<file path="src/rtl/rtc_hms_counter_if.sv">
// rtc_hms_counter_if: control, load and time-display signals of the HH:MM:SS counter.
// The master modport drives the controls (enable, load, mode); the slave modport is the counter itself.
// Optional build macro RTC_ALARM_EN adds the alarm inputs and the sticky alarm output.
interface rtc_hms_counter_if;
    logic       enb;
    logic       load;
    logic [7:0] set_hh;
    logic [7:0] set_mm;
    logic [7:0] set_ss;
    logic       mode12;
    logic [7:0] sec;
    logic [7:0] min;
    logic [7:0] hour;
    logic       pm;
    logic       tick;
    logic       tc;
    logic       load_err;
`ifdef RTC_ALARM_EN
    logic [7:0] alarm_hh;
    logic [7:0] alarm_mm;
    logic       alarm_on;
    logic       alarm;

    modport master (
        output enb, load, set_hh, set_mm, set_ss, mode12,
        output alarm_hh, alarm_mm, alarm_on,
        input  sec, min, hour, pm, tick, tc, load_err, alarm
    );

    modport slave (
        input  enb, load, set_hh, set_mm, set_ss, mode12,
        input  alarm_hh, alarm_mm, alarm_on,
        output sec, min, hour, pm, tick, tc, load_err, alarm
    );
`else
    modport master (
        output enb, load, set_hh, set_mm, set_ss, mode12,
        input  sec, min, hour, pm, tick, tc, load_err
    );

    modport slave (
        input  enb, load, set_hh, set_mm, set_ss, mode12,
        output sec, min, hour, pm, tick, tc, load_err
    );
`endif
endinterface

</file>
<file path="src/rtl/rtc_hms_counter.sv">
// rtc_hms_counter: packed-BCD time-of-day counter (HH:MM:SS, 24-hour internally).
// A prescaler divides clk by TICK_DIV to produce the one-second tick. Time can be loaded
// synchronously with a legality check; the hours are shown in 12- or 24-hour form at runtime.
// Optional build macro RTC_ALARM_EN adds a sticky alarm that fires on HH:MM:00 reached by counting.
module rtc_hms_counter #(
    parameter int TICK_DIV = 10,
    parameter int DIV_W    = 4
) (
    input  logic                clk,
    input  logic                clr_,
    rtc_hms_counter_if.slave    bus
);

    logic [DIV_W-1:0] r_presc;
    logic [7:0]       r_sec;
    logic [7:0]       r_min;
    logic [7:0]       r_hour;
    logic             r_loadErr;

    logic             w_lastCount;
    logic             w_tick;
    logic             w_loadOk;
    logic             w_secWrap;
    logic             w_minWrap;
    logic             w_endOfDay;
    logic [7:0]       w_secNext;
    logic [7:0]       w_minNext;
    logic [7:0]       w_hourNext;
    logic [4:0]       w_hourBin;
    logic [4:0]       w_hour12;
    logic [7:0]       w_hourDisp;
    logic             w_pm;

    // One BCD step of a 00..59 field; wraps 0x59 back to 0x00.
    function automatic logic [7:0] incMod60(input logic [7:0] v);
        logic [7:0] res;
        if (v[3:0] == 4'd9) begin
            if (v[7:4] == 4'd5) begin
                res = 8'h00;
            end else begin
                res = {v[7:4] + 4'd1, 4'd0};
            end
        end else begin
            res = {v[7:4], v[3:0] + 4'd1};
        end
        return res;
    endfunction

    // One BCD step of the 00..23 hour field; wraps 0x23 back to 0x00.
    function automatic logic [7:0] incHour(input logic [7:0] v);
        logic [7:0] res;
        if (v == 8'h23) begin
            res = 8'h00;
        end else if (v[3:0] == 4'd9) begin
            res = {v[7:4] + 4'd1, 4'd0};
        end else begin
            res = {v[7:4], v[3:0] + 4'd1};
        end
        return res;
    endfunction

    // A packed-BCD byte whose digits are both decimal and whose tens digit is at most maxTens.
    function automatic logic bcdOk(input logic [7:0] v, input logic [3:0] maxTens);
        return (v[3:0] <= 4'd9) && (v[7:4] <= maxTens);
    endfunction

    assign w_lastCount = (r_presc == DIV_W'(TICK_DIV - 1));

    // The tick is forced low while reset is held so a TICK_DIV of 1 cannot leak a pulse.
    assign w_tick = clr_ & bus.enb & ~bus.load & w_lastCount;

    assign w_loadOk = bcdOk(bus.set_ss, 4'd5) &&
                      bcdOk(bus.set_mm, 4'd5) &&
                      bcdOk(bus.set_hh, 4'd2) &&
                      (bus.set_hh <= 8'h23);

    assign w_secWrap  = (r_sec == 8'h59);
    assign w_minWrap  = (r_min == 8'h59);
    assign w_endOfDay = w_secWrap & w_minWrap & (r_hour == 8'h23);

    assign w_secNext  = incMod60(r_sec);
    assign w_minNext  = w_secWrap ? incMod60(r_min) : r_min;
    assign w_hourNext = (w_secWrap & w_minWrap) ? incHour(r_hour) : r_hour;

    assign w_hourBin = (5'(r_hour[7:4]) * 5'd10) + 5'(r_hour[3:0]);

    // Prescaler: a legal load restarts the second; otherwise it counts while enabled and wraps on the tick.
    always_ff @(posedge clk or negedge clr_) begin
        if (!clr_) begin
            r_presc <= '0;
        end else if (bus.load) begin
            if (w_loadOk) begin
                r_presc <= '0;
            end
        end else if (bus.enb) begin
            if (w_lastCount) begin
                r_presc <= '0;
            end else begin
                r_presc <= r_presc + DIV_W'(1);
            end
        end
    end

    // Time registers: a legal load wins over a coincident tick, which is then simply dropped.
    always_ff @(posedge clk or negedge clr_) begin
        if (!clr_) begin
            r_sec  <= 8'h00;
            r_min  <= 8'h00;
            r_hour <= 8'h00;
        end else if (bus.load) begin
            if (w_loadOk) begin
                r_sec  <= bus.set_ss;
                r_min  <= bus.set_mm;
                r_hour <= bus.set_hh;
            end
        end else if (w_tick) begin
            r_sec  <= w_secNext;
            r_min  <= w_minNext;
            r_hour <= w_hourNext;
        end
    end

    // Rejected-load flag: high for exactly the cycle after an illegal load strobe.
    always_ff @(posedge clk or negedge clr_) begin
        if (!clr_) begin
            r_loadErr <= 1'b0;
        end else begin
            r_loadErr <= bus.load & ~w_loadOk;
        end
    end

    // Display conversion from the stored 24-hour value; the stored time is never touched.
    always_comb begin
        w_hourDisp = r_hour;
        w_pm       = 1'b0;
        w_hour12   = 5'd0;
        if (bus.mode12) begin
            if (w_hourBin == 5'd0) begin
                w_hourDisp = 8'h12;
            end else if (w_hourBin < 5'd12) begin
                w_hourDisp = r_hour;
            end else begin
                w_pm     = 1'b1;
                w_hour12 = (w_hourBin == 5'd12) ? 5'd12 : (w_hourBin - 5'd12);
                if (w_hour12 >= 5'd10) begin
                    w_hourDisp = {4'd1, 4'(w_hour12 - 5'd10)};
                end else begin
                    w_hourDisp = {4'd0, 4'(w_hour12)};
                end
            end
        end
    end

`ifdef RTC_ALARM_EN
    logic r_alarm;
    logic w_alarmHit;

    assign w_alarmHit = w_tick &&
                        (w_hourNext == bus.alarm_hh) &&
                        (w_minNext == bus.alarm_mm) &&
                        (w_secNext == 8'h00);

    // Sticky alarm: set only when counting reaches HH:MM:00, cleared whenever the alarm is switched off.
    always_ff @(posedge clk or negedge clr_) begin
        if (!clr_) begin
            r_alarm <= 1'b0;
        end else if (!bus.alarm_on) begin
            r_alarm <= 1'b0;
        end else if (w_alarmHit) begin
            r_alarm <= 1'b1;
        end
    end

    assign bus.alarm = r_alarm;
`endif

    assign bus.sec      = r_sec;
    assign bus.min      = r_min;
    assign bus.hour     = w_hourDisp;
    assign bus.pm       = w_pm;
    assign bus.tick     = w_tick;
    assign bus.tc       = w_tick & w_endOfDay;
    assign bus.load_err = r_loadErr;

endmodule
</file>
<file path="src/flat_wrapper.sv">
// flat-port wrapper written by rule: the top's interface ports become plain ports
module rtc_hms_counter_flat 
#(
    parameter int TICK_DIV = 10,
    parameter int DIV_W    = 4
)
  (clk, clr_, bus_enb, bus_load, bus_set_hh, bus_set_mm, bus_set_ss, bus_mode12, bus_sec, bus_min, bus_hour, bus_pm, bus_tick, bus_tc, bus_load_err);
  rtc_hms_counter_if bus_i ();
  input  logic clk;
  input  logic clr_;
  input wire logic [$bits(bus_i.enb)-1:0] bus_enb;
  input wire logic [$bits(bus_i.load)-1:0] bus_load;
  input wire logic [$bits(bus_i.set_hh)-1:0] bus_set_hh;
  input wire logic [$bits(bus_i.set_mm)-1:0] bus_set_mm;
  input wire logic [$bits(bus_i.set_ss)-1:0] bus_set_ss;
  input wire logic [$bits(bus_i.mode12)-1:0] bus_mode12;
  output wire logic [$bits(bus_i.sec)-1:0] bus_sec;
  output wire logic [$bits(bus_i.min)-1:0] bus_min;
  output wire logic [$bits(bus_i.hour)-1:0] bus_hour;
  output wire logic [$bits(bus_i.pm)-1:0] bus_pm;
  output wire logic [$bits(bus_i.tick)-1:0] bus_tick;
  output wire logic [$bits(bus_i.tc)-1:0] bus_tc;
  output wire logic [$bits(bus_i.load_err)-1:0] bus_load_err;
  assign bus_i.enb = bus_enb;
  assign bus_i.load = bus_load;
  assign bus_i.set_hh = bus_set_hh;
  assign bus_i.set_mm = bus_set_mm;
  assign bus_i.set_ss = bus_set_ss;
  assign bus_i.mode12 = bus_mode12;
  assign bus_sec = bus_i.sec;
  assign bus_min = bus_i.min;
  assign bus_hour = bus_i.hour;
  assign bus_pm = bus_i.pm;
  assign bus_tick = bus_i.tick;
  assign bus_tc = bus_i.tc;
  assign bus_load_err = bus_i.load_err;
  rtc_hms_counter #(.TICK_DIV(TICK_DIV), .DIV_W(DIV_W)) u_core (.clk(clk), .clr_(clr_), .bus(bus_i));
endmodule
</file>
<file path="config.mk">
export PLATFORM = sky130hd
export DESIGN_NAME = rtc_hms_counter_flat
export DESIGN_NICKNAME = d
export VERILOG_FILES = /design/src/rtl/rtc_hms_counter_if.sv /design/src/rtl/rtc_hms_counter.sv /design/src/flat_wrapper.sv
export SDC_FILE = /design/constraint.sdc
export NUM_CORES = 1
export LEC_CHECK = 0
export BUFFER_PORTS_ARGS = -buffer_cell sky130_fd_sc_hd__buf_4
export CORE_AREA = 4 4 94 96
export DETAILED_ROUTE_END_ITERATION = 7
export DIE_AREA = 0 0 98 100
export PLACE_DENSITY = 0.61
export SETUP_SLACK_MARGIN = 0.05
export SYNTH_ARGS = -nofsm -noshare
export SYNTH_HDL_FRONTEND = slang
export SYNTH_SLANG_ARGS = --single-unit
</file>
<file path="constraint.sdc">
create_clock -name clk -period 3.4 [get_ports clk]
set_clock_uncertainty 0.1 [all_clocks]
set_input_delay 0.51 -clock clk [delete_from_list [all_inputs] [get_ports clk]]
set_output_delay 0.51 -clock clk [all_outputs]
set_load 0.01 [all_outputs]
</file>
* Word-level counts from Yosys, hierarchy flattened
Cells that the tools add are included.
Storage, ports and cells: input bits 29, flip-flop bits (word level) 29, word-level logic and storage cells 98
Cells by class: bitwise gates (word level) 9, mux-type cells 29, multipliers 1, eq/ne operators 11, magnitude comparators 9, reduce and logical (&&, ||, !) cells 21, add/subtract/negate cells 10
Operators with widths (number):
- two-way mux 8 bit | 20
- adder 4 x 1 -> 4 bit (second input constant) | 7
- equality test 4 bit (second input constant) | 4
- equality test 8 x 7 -> 1 bit (second input constant) | 2
- two-way mux 4 bit | 4
- less-or-equal comparator 4 bit (second input constant) | 3
- nonzero test 2 bit | 6
- two-way mux 5 bit | 2
- AND reduction 3 bit | 3
- equality test 4 x 3 -> 1 bit (second input constant) | 2
- equality test 8 x 6 -> 1 bit (second input constant) | 1
- less-or-equal comparator 4 x 3 -> 1 bit (second input constant) | 2
- less-or-equal comparator 8 x 6 -> 1 bit (second input constant) | 1
- AND reduction 4 bit | 2
- AND 1 bit | 7
- logical AND 1 bit | 6
- adder 5 x 4 -> 5 bit | 1
- equality test 5 x 4 -> 1 bit (second input constant) | 1
- greater-or-equal comparator 5 x 4 -> 1 bit (second input constant) | 1
- zero test 5 bit | 1
- less-than comparator 5 x 4 -> 1 bit (second input constant) | 1
- subtractor 5 x 4 -> 5 bit (second input constant) | 1
- less-or-equal comparator 4 x 2 -> 1 bit (second input constant) | 1
- multiplier 4 x 3 -> 4 bit (second input constant) | 1
- other kinds (6) | 10

* Longest topological paths before layout
depth in word-level cells 9, gate-level depth with buffers 13

* Least setup slack after synthesis
No wires, ideal clock.
path kind flip-flop to output port, from register u_core.r_hour[4], to output port bus_hour[1], stages on the path, launching flop included 12, setup slack -0.030 ns, arrival 2.820 ns, required time 2.790 ns, buffers on the path 0, cell sequence dfrtp_1 > ha_1 > ha_1 > a21oi_4 > xor2_2 > inv_1 > a31oi_1 > ha_1 > o31ai_1 > and2_1 > o21ba_1 > a221oi_1
Between the ends: longest elaborated chain between the ends 9, elaborated cells between the ends (all ways) 13, classes of those cells add/sub (3); mul (1); order compare (2); eq/ne (1); mux (5); reduce/logical (1)
Ends and longest elaborated chain:
- from (decl) | line rtc_hms_counter.sv:17 | logic [7:0] r_hour;
- from (signal assigned) | line rtc_hms_counter.sv:114 | r_hour <= bus.set_hh;
- from (signal assigned) | line rtc_hms_counter.sv:119 | r_hour <= w_hourNext;
- multiplier 4 x 3 -> 4 bit (*) | line rtc_hms_counter.sv:85 | assign w_hourBin = (5'(r_hour[7:4]) * 5'd10) + 5'(r_hour[3:0]);
- adder 5 x 4 -> 5 bit (*) | line rtc_hms_counter.sv:85
- subtractor 5 x 4 -> 5 bit / equality test 5 x 4 -> 1 bit (equally long branches) | line rtc_hms_counter.sv:144 | w_hour12 = (w_hourBin == 5'd12) ? 5'd12 : (w_hourBin - 5'd12);
- two-way mux 5 bit | line rtc_hms_counter.sv:144
- subtractor 4 bit / greater-or-equal comparator 5 x 4 -> 1 bit (equally long branches) | line rtc_hms_counter.sv:146, rtc_hms_counter.sv:145
- two-way mux 5 bit | line rtc_hms_counter.sv:145 | if (w_hour12 >= 5'd10) begin
- two-way mux 8 bit | line rtc_hms_counter.sv:140 | end else if (w_hourBin < 5'd12) begin
- two-way mux 8 bit (*) | line rtc_hms_counter.sv:138 | if (w_hourBin == 5'd0) begin
- two-way mux 8 bit (*) | line rtc_hms_counter.sv:137 | if (bus.mode12) begin
- to (decl) | line flat_wrapper.sv:19 | output wire logic [$bits(bus_i.hour)-1:0] bus_hour;
Mark *: on every way between the ends. The rest lies on a longest branch, timed or not.

* Worst setup path after layout
from register u_core.r_hour[4], to output port bus_hour[3]
The elaborated chain is that of the path after synthesis.

==> qor.csv <==
stage;metric;value;unit
outcome;status;finished with violations;
outcome;violations;negative setup slack;
grt;grt_start_max_net_pins;39;
sta;maxSlewHeadroom;59.71;%
grt;grt_pass1_vias;2355;
sta;hold_violations;0;
setup_path;crit_path_max_fanout;4;
synth;yosysWarnings;0;
die;std_cell_rows;33;
worst_hold_path;holdCritPathClass;in -> async;
run;maxCapViolations;0;
route;drc_errors;0;
setup_path;arrival;2900;ps
route;drtAntennaViolNets;0;
setup_path;reg2reg_to;u_core.r_hour[4];
synth;synthDominantCellAreaShare;31.18;%
cells_and_area;final_util;39.72;%
route;first_iter_violations;102;
clock_tree;worstSkewPairLatency;280;ps
place;gp_congestion;0.8048;
grt;grt.total_usage;14.07;%
clock_tree;clockBufferDepth;2;
sta;hold_slack;152.5;ps
route;met3_length;245;um
route;viasPerCell;5.164;
route;wl_per_cell;14.69;um
setup_path;end_kind;primary output;
route;wirelength;6818;um
power;peakVddDrop;0.2800;mV
power;p_per_area;625.1;nW/um2
route;wirelength_met1;3007;um
sta;finalWorstSetupSlack;-105.1;ps
sta;maxSlewViolCount;0;
synth;yosysUniqueCellTypes;55;
route;highest_layer;met4;
sta;min_period;3505;ps
synth;syn_nets;334;
synth;synthArstFlopShare;100.0;%
route;drt_first_pass_iters;4;
clock_tree;cts-root-buf;clkbuf_8;
synth;syn_area_per_cell;8.166;um2
synth;synth_top_area_cell;dfrtp_1;
place;port_buffers;56;
die;start_util;28.90;%
setup_path;crit_path_start_kind;flip-flop;
sta;setup_violations;4;
setup_path;critical_path_class;reg -> out;
power;power_leakage;1.453;nW
grt;grt_pass1_wl;11330;um
synth;synth_edf_count;0;
setup_path;cp.required;2790;ps
synth;synthTopCellsByArea;dfrtp_1 31%, ha_1 10%, o21ai_0 8.4%, a21oi_1 4.7%, nor2_1 4.4%;
sta;period_share;103.1;%
grt;antenna_found_initial;0;
grt;grt-ovfl-total;0;
power;clock_power_share;13.8;%
die;die_width;98;um
clock_tree;clock_sinks;29;
place;hpwlAfterDp;5122;um
die;pin_count;57;
die;coreArea;8051;um2
die;fp.dieArea;9800;um2
synth;synth_flop_cell;dfrtp_1;
clock_tree;h-tree-depth;2;
route;via_count;2396;
cells_and_area;fin_nets;407;
sta;worst-slew-pin-transition;598.0;ps
cells_and_area;syn_to_final_growth;37.42;%
setup_path;r2r-start;u_core.r_hour[4];
clock_tree;numCtsBuffers;5;
sta;fmax;0.2853;GHz
clock_tree;clk_pin_slew;60;ps
power;seq_power_share;24.7;%
synth;synth_seq_area_share;31.18;%
synth;syn_area;2327;um2
clock_tree;tritoncts;done;
cells_and_area;n_fill_cell;835;
die;die_h;100;um
power;switchingPower;816.9;uW
power;swShare;40.87;%
power;comb_power_share;61.5;%
place;post-place-ws;-20.13;ps
sta;rsz0062_at_grt;true;
synth;synthCells;285;
route;wl_met2;3421;um
clock_tree;cts.hold.buffers_added;0;
setup_path;reg2reg_slack;720;ps
setup_path;r2r_cells;10;
synth;ys_ff_latch;29;
power;p_int;1.182;mW
cells_and_area;drive_gt1_share;30.64;%
cells_and_area;num_antenna_cells;0;
==> cells in the mapped netlist (all sizes together) (2+ instances only) <==
| library cell | instances |
|---|---|
| dfrtp | 29 |
| nand3b | 5 |
| ha | 19 |
| clkbuf | 5 |
| buf | 3 |
| inv | 17 |
| a22o | 4 |
| nand2 | 19 |
| mux2 | 3 |
| a221oi | 3 |
| a21oi | 23 |
| and2 | 5 |
| mux2i | 3 |
| a21o | 4 |
| xnor2 | 4 |
| o21ai | 42 |
| nor3b | 4 |
| or2 | 2 |
| o31ai | 5 |
| nor2 | 27 |
| a211oi | 4 |
| nand2b | 4 |
| a22oi | 2 |
| nor2b | 5 |
| nor3 | 7 |
| nand3 | 14 |
==> how the worst max path moves through the flow <==
stage,startpoint,end,cells past startpoint
floorplan,u_core.r_hour[4],bus_hour[1],12
global placement,u_core.r_hour[4],bus_hour[1],12
detailed placement,u_core.r_hour[4],bus_hour[1],12
CTS,u_core.r_hour[4],bus_hour[1],13
global route,u_core.r_hour[4],bus_hour[1],13
finish,u_core.r_hour[4],bus_hour[3],13
==> per-layer routing <==
| metal | global-route usage [%] | vias to the layer above |
|---|---|---|
| li1 | - | 1180 |
| met1 | 16.77 | 1154 |
| met3 | 3.058 | 16 |
| met4 | 5.431 | 0 |
| met5 | 0 | - |
| met2 | 24.76 | 46 |
==> power groups by stage <==
stage | Combinational (mW) | Sequential [mW] | Clock (mW)
6_report | 1.23 | 0.493 | 0.276
2_1_floorplan | 0.615 | 0.495 | 0
3_3_place_gp | 0.935 | 0.497 | 0
4_1_cts | 1.11 | 0.493 | 0.285
5_1_grt | 1.35 | 0.504 | 0.297
3_5_place_dp | 0.950 | 0.499 | 0
==> flip-flops by register name, summed over array words and instances, names as in the netlist <==
name and cells:
u_core.bus.load_err 1, u_core.r_presc 4, u_core.bus.sec 8, u_core.r_hour 8, u_core.bus.min 8
==> per-stage QoR <==
step | setup TNS [ps] | instance area [um2] | instances | total power, mW
3_3_place_gp | 0 | 2938 | 447 | 1.432
6_report | -272.9 | 3198 | 464 | 1.999
3_5_place_dp | -20.13 | 2938 | 447 | 1.448
2_1_floorplan | 0 | 2351 | 285 | 1.110
4_1_cts | -194.0 | 3159 | 462 | 1.890
5_1_grt | -856.9 | 3198 | 464 | 2.149
==> worst max-delay path, stage by stage (launching register included) <==
cell and delay, ps:
dfrtp_1 400, buf_6 130, ha_4 270, ha_4 220, xnor2_4 170, ha_2 190, a31oi_1 80, ha_2 210
buf_4 140, or2_2 290, mux2i_2 170, a221oi_2 80, o21ai_1 120, buf_4 130
==> layout by cell type (no fill, tap or decap), types with 2 or more instances in the layout <==
cell,n
a211oi_1,4
a21o_1,4
a21oi_1,22
a221oi_2,2
a22o_1,4
a22oi_1,2
and2_1,2
buf_4,73
clkbuf_1,3
clkbuf_8,5
dfrtp_1,27
dfrtp_2,2
ha_1,14
ha_2,3
ha_4,2
inv_1,17
mux2_2,2
mux2i_1,2
nand2_1,19
nand2b_1,4
nand3_1,14
nand3b_1,5
nor2_1,26
nor2b_1,5
nor3_1,6
nor3b_1,4
o21ai_0,36
o21ai_1,4
o21ai_2,2
o31ai_1,4
or2_2,2
xnor2_1,2
==> kinds of logic after synthesis <==
group	share of synthesized area, %
buf+inv	4.301
simple gates	22.21
flops	31.18
xor+xnor	2.204
mux	2.742
fa+ha+maj	11.08
compound gates	26.29
==> layout make-up <==
class                      instances  area, um2  share of cell area [%]
tap                              105      131.4                   4.108
clock buffer                       8      80.08                   2.504
inverter                          18      67.56                   2.113
multi-input combinational        230       1632                   51.02
timing repair buffer              74      559.3                   17.49
sequential                        29      728.2                   22.77
==> what timing repair did <==
item                       4_1_cts  5_1_grt
pin swaps                       11        3
resized for setup               18        5
setup buffers                    7        2
setup endpoints to repair        4        7
(Power assumes the default switching activity.)
